===== src/rtl/johnson_pkg.sv =====
// Shared types and constants for the Johnson counter phase monitor.
// The legal code table is ordered by phase so the index is the decoded phase.
package johnson_pkg;

    localparam int PHASE_W    = 3;
    localparam int CODE_W     = 4;
    localparam int NUM_PHASES = 8;

    typedef enum logic [1:0] {
        ST_ACQUIRE = 2'd0,
        ST_LOCKED  = 2'd1,
        ST_FAULT   = 2'd2
    } state_t;

    localparam logic [CODE_W-1:0] CODE_P0 = 4'b0000;
    localparam logic [CODE_W-1:0] CODE_P1 = 4'b0001;
    localparam logic [CODE_W-1:0] CODE_P2 = 4'b0011;
    localparam logic [CODE_W-1:0] CODE_P3 = 4'b0111;
    localparam logic [CODE_W-1:0] CODE_P4 = 4'b1111;
    localparam logic [CODE_W-1:0] CODE_P5 = 4'b1110;
    localparam logic [CODE_W-1:0] CODE_P6 = 4'b1100;
    localparam logic [CODE_W-1:0] CODE_P7 = 4'b1000;

    localparam logic [CODE_W-1:0] LEGAL_CODES [NUM_PHASES] = '{
        CODE_P0, CODE_P1, CODE_P2, CODE_P3,
        CODE_P4, CODE_P5, CODE_P6, CODE_P7
    };

endpackage


===== src/rtl/johnson_phase_decode.sv =====
// Combinational map from a 4-bit Johnson code to {legal, phase}.
// Illegal codes report phase 0 with legal low.
module johnson_phase_decode
    import johnson_pkg::*;
(
    input  logic [CODE_W-1:0]  code,
    output logic               legal,
    output logic [PHASE_W-1:0] phase
);

    logic [NUM_PHASES-1:0] hit;

    genvar gi;
    generate
        for (gi = 0; gi < NUM_PHASES; gi++) begin : g_match
            assign hit[gi] = (code == LEGAL_CODES[gi]);
        end
    endgenerate

    always_comb begin
        legal = |hit;
        phase = '0;
        for (int i = 0; i < NUM_PHASES; i++) begin
            if (hit[i]) begin
                phase = PHASE_W'(i);
            end
        end
    end

endmodule


===== src/rtl/johnson_phase_monitor.sv =====
// Tracks an upstream 4-bit Johnson counter: decodes its phase, checks that it
// advances by one every cycle, and counts revolutions and sequence faults.
module johnson_phase_monitor
    import johnson_pkg::*;
#(
    parameter int CNT_W = 8
) (
    input  logic                  clk,
    input  logic                  sync_reset_n,
    input  logic                  cnt_reset,
    input  logic [CODE_W-1:0]     johnson_in,
    output logic [PHASE_W-1:0]    phase,
    output logic [NUM_PHASES-1:0] phase_onehot,
    output logic                  phase_valid,
    output logic                  locked,
    output logic                  fault,
    output logic [CNT_W-1:0]      rev_count,
    output logic [CNT_W-1:0]      err_count
);

    logic [CODE_W-1:0]  code_reg;
    logic               cap_valid_reg;
    logic               cnt_reset_reg;
    state_t             state_reg, state_next;
    logic [PHASE_W-1:0] expected_reg, expected_next;
    logic [PHASE_W-1:0] prev_phase_reg, prev_phase_next;
    logic [CNT_W-1:0]   rev_reg, rev_next;
    logic [CNT_W-1:0]   err_reg, err_next;

    logic               dec_legal;
    logic [PHASE_W-1:0] dec_phase;
    logic               code_legal;
    logic               rev_inc;
    logic               err_inc;

    johnson_phase_decode u_decode (
        .code  (code_reg),
        .legal (dec_legal),
        .phase (dec_phase)
    );

    // The reset value 0000 is itself legal, so cap_valid_reg keeps the
    // outputs quiet until a real sample has been taken.
    assign code_legal  = cap_valid_reg && dec_legal;
    assign phase_valid = code_legal;
    assign phase       = code_legal ? dec_phase : '0;

    genvar gi;
    generate
        for (gi = 0; gi < NUM_PHASES; gi++) begin : g_onehot
            assign phase_onehot[gi] = code_legal && (dec_phase == PHASE_W'(gi));
        end
    endgenerate

    assign locked    = (state_reg == ST_LOCKED);
    assign fault     = (state_reg == ST_FAULT);
    assign rev_count = rev_reg;
    assign err_count = err_reg;

    // cnt_reset is pipelined with the code so both reach the FSM together.
    always_comb begin
        state_next      = state_reg;
        expected_next   = expected_reg;
        prev_phase_next = code_legal ? dec_phase : prev_phase_reg;
        rev_inc         = 1'b0;
        err_inc         = 1'b0;

        if (cnt_reset_reg) begin
            state_next = ST_ACQUIRE;
        end else begin
            case (state_reg)
                ST_ACQUIRE: begin
                    if (code_legal) begin
                        state_next    = ST_LOCKED;
                        expected_next = dec_phase + PHASE_W'(1);
                    end
                end
                ST_LOCKED: begin
                    if (code_legal && (dec_phase == expected_reg)) begin
                        expected_next = expected_reg + PHASE_W'(1);
                        if ((dec_phase == '0) &&
                            (prev_phase_reg == PHASE_W'(NUM_PHASES - 1))) begin
                            rev_inc = 1'b1;
                        end
                    end else begin
                        state_next = ST_FAULT;
                        err_inc    = 1'b1;
                    end
                end
                ST_FAULT: begin
                    state_next = ST_ACQUIRE;
                end
                default: begin
                    state_next = ST_ACQUIRE;
                end
            endcase
        end

        rev_next = (rev_inc && (rev_reg != '1)) ? rev_reg + CNT_W'(1) : rev_reg;
        err_next = (err_inc && (err_reg != '1)) ? err_reg + CNT_W'(1) : err_reg;
    end

    always_ff @(posedge clk) begin
        if (!sync_reset_n) begin
            code_reg       <= '0;
            cap_valid_reg  <= 1'b0;
            cnt_reset_reg  <= 1'b0;
            state_reg      <= ST_ACQUIRE;
            expected_reg   <= '0;
            prev_phase_reg <= '0;
            rev_reg        <= '0;
            err_reg        <= '0;
        end else begin
            code_reg       <= johnson_in;
            cap_valid_reg  <= 1'b1;
            cnt_reset_reg  <= cnt_reset;
            state_reg      <= state_next;
            expected_reg   <= expected_next;
            prev_phase_reg <= prev_phase_next;
            rev_reg        <= rev_next;
            err_reg        <= err_next;
        end
    end

endmodule

===== config.mk =====
export PLATFORM = sky130hd
export DESIGN_NAME = johnson_phase_monitor
export DESIGN_NICKNAME = d
export VERILOG_FILES = /design/src/rtl/johnson_pkg.sv /design/src/rtl/johnson_phase_decode.sv /design/src/rtl/johnson_phase_monitor.sv
export SDC_FILE = /design/constraint.sdc
export NUM_CORES = 1
export LEC_CHECK = 0
export ABC_AREA = 1
export ABC_CLOCK_PERIOD_IN_PS = 3200
export CELL_PAD_IN_SITES_DETAIL_PLACEMENT = 1
export CELL_PAD_IN_SITES_GLOBAL_PLACEMENT = 1
export CORE_ASPECT_RATIO = 0.5
export CORE_UTILIZATION = 35
export CTS_BUF_LIST = sky130_fd_sc_hd__clkbuf_8
export CTS_CLUSTER_DIAMETER = 30
export DETAILED_ROUTE_END_ITERATION = 7
export PLACE_DENSITY_LB_ADDON = 0.1
export SYNTH_ARGS = -nofsm -noshare
export SYNTH_HDL_FRONTEND = slang
export SYNTH_SLANG_ARGS = --single-unit
export TNS_END_PERCENT = 1

===== constraint.sdc =====
create_clock -name clk -period 3.2 [get_ports clk]
set_input_delay 0.48 -clock clk [delete_from_list [all_inputs] [get_ports clk]]
set_output_delay 0.48 -clock clk [all_outputs]
set_load 0.01 [all_outputs]

==> results of run 1 <==
## worst max-delay path by stage
stage,start,end,slack [ps],cells past startpoint
global route,code_reg[1],phase[2],330,6
detailed placement,code_reg[1],phase[2],790,6
CTS,code_reg[1],phase[2],470,6
finish,code_reg[1],phase[2],490,6
global placement,code_reg[1],phase[2],850,6
floorplan,code_reg[0],phase_onehot[6],1420,7
## final cells by class
class	count	area, µm²
fillers	635	2640
flip-flops and latches	30	601
multi-input cells	183	1050
repair buffers	38	375
inverters	37	139
clock buffers	6	82.6
clock inverters	2	8.76
well taps	70	87.6
## Yosys cell counts
cell type  count
a31oi_2        1
nor3_4         1
buf_6          2
nor3_1         4
xor2_1         3
dfxtp_1       30
nand2_8        1
buf_2          2
nor2_8         1
inv_2          6
a21oi_2        9
a21oi_1        8
nand3_2        2
nor2_1        30
nor2_2         3
nor4_1         1
nand4_2        1
ha_1           3
inv_1         31
nand3_1       23
nor2_4         5
o21ai_1        1
or2_2          1
nand3_4        1
nand2_2       14
a211oi_1       1
nand2_1       50
xnor2_1        4
nand4_1       10
clkbuf_1       1
o21ai_0        5
## per-stage QoR
| step | utilization [%] | std cells | power, mW | area [µm²] | setup WS [ps] |
|---|---|---|---|---|---|
| after detailed placement | 45.2 | 358 | 0.551 | 2250 | 793 |
| final | 47.0 | 366 | 0.863 | 2340 | 494 |
| after global routing | 47.0 | 366 | 0.912 | 2340 | 327 |
| after CTS | 47.0 | 366 | 0.875 | 2340 | 471 |
| after floorplan | - | 255 | 0.506 | 1820 | 1420 |
| after global placement | 45.2 | 358 | 0.548 | 2250 | 854 |
## per-layer routing
| layer | vias up | GRT usage (%) | share of wire (%) |
|---|---|---|---|
| met3 | 7 | 4.80 | 3.0 |
| met2 | 24 | 32.1 | 45 |
| met1 | 828 | 24.0 | 52 |
| met5 | - | 0 | 0 |
| met4 | 0 | 5.71 | 0.64 |
| li1 | 890 | - | - |
## where the power goes
part | switching (mW) | total (mW) | internal, mW | leakage [nW]
Combinational | 0.0899 | 0.143 | 0.0535 | 0.646
Clock | 0.151 | 0.321 | 0.170 | 0.0524
Sequential | 0.0138 | 0.399 | 0.385 | 0.244
Total | 0.255 | 0.863 | 0.608 | 0.942
## worst register-to-register path: stages (launching register included)
cell,delay [ps]
dfxtp_1,560
nand3_1,200
nand2_2,150
o21ai_0,90
buf_4,180
o21ai_0,150
inv_1,80
nor2_1,210
nand2_1,140
nand2_1,80
a21oi_1,60
## cell families (layout without fill, tap and decap cells)
logic type      Yosys count  in the layout  synth area share (%)
simple gates            148            148                  42.8
buf+inv                  42             83                  9.61
flops                    30             30                  32.9
compound gates           25             25                  9.27
xor+xnor                  7              7                  3.36
fa+ha+maj                 3              3                  2.06
==> run metrics, run 1 <==
hold_buf cts 0; Critical Path, Cell by Cell nand3_1 -> nand2_2 -> o21ai_0 -> buf_4 -> a21oi_1 -> clkdlybuf4s50_1; worst flop-to-flop path startpoint code_reg[1]; slowest cell on the critical path clkdlybuf4s50_1; Period minus WS final 2710 ps; TritonCTS buffer count 5; post-CTS setup buffer count 0; Area Growth Syn to Fin 28.4%; Die ar. 5520 µm²; CTS Sinks 30; clock tree buffer depth 2; post-cts resize count 0; pwr dens 369 nW/µm²; DRC 0; Yosys top cell area share 32.9%; Setup TNS 0 ps; Worst Path Required 2720 ps; synthesized flop and latch total 30; Clock Pin Slew Worst Setup and Hold Paths 70 ps; Hold Crit Class register to register; post-synth cell types 31; WL per Instance 13.3 µm; Syn Std Cell Area 1820 µm²; Via Count 1749; Crit path max-delay family buffers and inverters; Hold Crit Start prev_phase_reg[1]; YS warnings 0; die span in y 53.0 µm; # Max-Cap Violations 0; antenna violations before repair 0; Hold Slack 471 ps; Reg2Reg Depth 10; Detailed Place HPWL 3730 µm; core area 4980 µm²; Worst setup EP type output pin; Hold Path Depth 2; RSZ-0062 raised after global routing false; Total GRT Usage 18.9%; Hold Fails Final Rpt 0; I/O pins 37; die width 104 µm; static leakage 0.942 nW; Routability Congestion 0.793; commonest non-fill, non-tap cells in the layout nand2_1, clkdlybuf4s50_1, inv_1; DRT Pass-1 Iters 4; Peak VDD IR 177 µV; Mapped Nets 265; drt total wl 4870 µm; critical path arrival 2230 ps; vias in the first global route 1651; largest area contributor in the netlist dfxtp_1; synthesized area per cell 7.15 µm²; outcome complete, no violations; sequential share of the synthesized area 32.9%; I/O Buffers 36; starting density of the core 36.6%; CP peak stage delay 570 ps; Area contributors post-synth dfxtp_1, nand2_1, inv_1, nand3_1, nor2_1; first-pass GRT wire length 7960 µm; Slew Limit Fails 0; Slew @ Worst Pin 654 ps; Worst Path Buf+Inv 2; type of the worst setup path register to output pin; TritonCTS clock tree built; row count 18; Clock Latency Late Sink 290 ps; final period utilization 84.6%; DRT antenna net count 0; cells after synthesis 255; fin nets 305; Hold Path Sink prev_phase_reg[1]; largest net degree at the start of global routing 16; share of layout cells above drive strength 1 18.6%; initial DRC count 39; Setup Skew 4.81 ps; clk root buf clkbuf_8; CP Launch Type register; GRT Residual Overflow 0; routed vias/inst 4.78; Worst Path Max Fanout 11; H-tree levels 2; ANT cells 0; Max transition margin 56.2%; RR Endpoint expected_reg[1]; final setup vio count 0; f_max 370 MHz; reg2reg setup slack 1150 ps; most common cell after layout, fill and taps aside nand2_1
(Power assumes the default switching activity.)
==> run 2, diff against run 1 <==
Settings changed: ABC_CLOCK_PERIOD_IN_PS 3200 to 2500.
Clock period 3.2 ns to 2.5 ns, I/O delays scaled along.
==> run metrics, run 2 (same netlist as run 1, synthesis figures left out) <==
dpl ws 190 ps; Filler cells 648; Worst Path Max Fanout 11; CP Launch Type register; initial DRC count 29; f_max 427 MHz; Detailed Place HPWL 3840 µm; DRC 0; type of the worst setup path register to output pin; pwr dens 468 nW/µm²; Max transition margin 53.0%; CTS Sinks 30; TritonCTS buffer count 5; WL per Instance 13.5 µm; Die ar. 5520 µm²; static leakage 0.981 nW; row count 18; Cell Area, Placed 2250 µm²; Clock Latency Late Sink 280 ps; logic gate share of total power 16.7%; Design Area, Final 2360 µm²; Via Count 1775; I/O Buffers 36; commonest non-fill, non-tap cells in the layout nand2_1, clkdlybuf4s50_1, inv_1; drt total wl 4940 µm; DRT antenna net count 0; die span in y 53.0 µm; clk root buf clkbuf_8; core area 4980 µm²; Setup TNS 0 ps; ANT cells 0; Total GRT Usage 19.1%; starting density of the core 36.6%; Hold Fails Final Rpt 0; Hold Crit Class register to register; Reg power frac 46.2%; H-tree levels 2; Sw Share 29.5%; vias in the first global route 1786; Area Growth Syn to Fin 29.4%; final worst slack 156 ps; clock tree buffer depth 2; P_sw 0.326 mW; RSZ-0062 raised after global routing false; Clock Pin Slew Worst Setup and Hold Paths 70 ps; first-pass GRT wire length 8090 µm; Worst setup EP type output pin; Period minus WS final 2340 ps; final setup vio count 0; Clock power frac 37.2%; worst setup path startpoint code_reg[1]; Slew @ Worst Pin 704 ps; Worst Path Required 2120 ps; hold_buf cts 0; share of layout cells above drive strength 1 20.3%; Setup Skew 7.76 ps; post-CTS setup buffer count 0; Routability Congestion 0.762; Hold Crit Start prev_phase_reg[0]; # Max-Cap Violations 0; I/O pins 37; Peak VDD IR 189 µV; largest net degree at the start of global routing 16; most common cell after layout, fill and taps aside nand2_1; final period utilization 93.8%; worst flop-to-flop path startpoint code_reg[1]; GRT Residual Overflow 0; critical path arrival 1970 ps; Slew Limit Fails 0; TritonCTS clock tree built; outcome complete, no violations; Int Power 0.779 mW; DRT Pass-1 Iters 4; die width 104 µm; antenna violations before repair 0; fin nets 305; routed vias/inst 4.85
run 2: repair_timing:
item,CTS,global route
endpoints found under the hold margin,0,0
setup endpoints to repair,5,3
resized for setup,2,7
run 2: area by class of cell:
class,count,area (µm²),share of cell area [%]
flip-flops and latches,30,611,25.9
repair buffers,38,380,16.1
inverters,37,139,5.89
multi-input cells,183,1050,44.5
clock buffers,6,82.6,3.50
clock inverters,2,8.76,0.371
well taps,70,87.6,3.71
run 2: path summary, 6_finish.rpt:
| kind | to | slack [ps] | cells past startpoint |
|---|---|---|---|
| setup / recovery | phase[2] | 160 | 6 |
| hold / removal | prev_phase_reg[0] | 480 | 2 |
| setup reg to reg | expected_reg[2] | 640 | 10 |
| hold reg to reg | prev_phase_reg[0] | 480 | 2 |
run 2: through the flow:
step                      cells  hold slack, ps  total power, mW  util [%]
final                       366             480             1.10      47.4
after global routing        366             493             1.16      47.4
after CTS                   366             483             1.12      47.1
after detailed placement    358             472            0.706      45.2
after global placement      358             459            0.702      45.2
after floorplan             255             403            0.647         -
run 2: power groups by stage:
stage               combinational, mW  sequential (mW)  clock (mW)
floorplan                       0.134            0.513           0
global placement                0.182            0.520           0
detailed placement              0.184            0.521           0
CTS                             0.185            0.511       0.426
global route                    0.204            0.512       0.445
finish                          0.184            0.510       0.411
run 2: routing by layer:
metal  wire length (µm)  track usage [%]  vias to the layer above
met5                  0                0                        -
li1                   -                -                      900
met1               2530             24.2                      841
met3                131             4.19                        7
met4                 50             5.95                        0
met2               2230             33.1                       27
run 2: worst max-delay path, stage by stage, from the launching register on:
cell             delay, ps
dfxtp_4                410
nand3_1                170
nand2_2                140
o21ai_0                 80
buf_4                  180
a21oi_2                150
clkdlybuf4s50_1        550
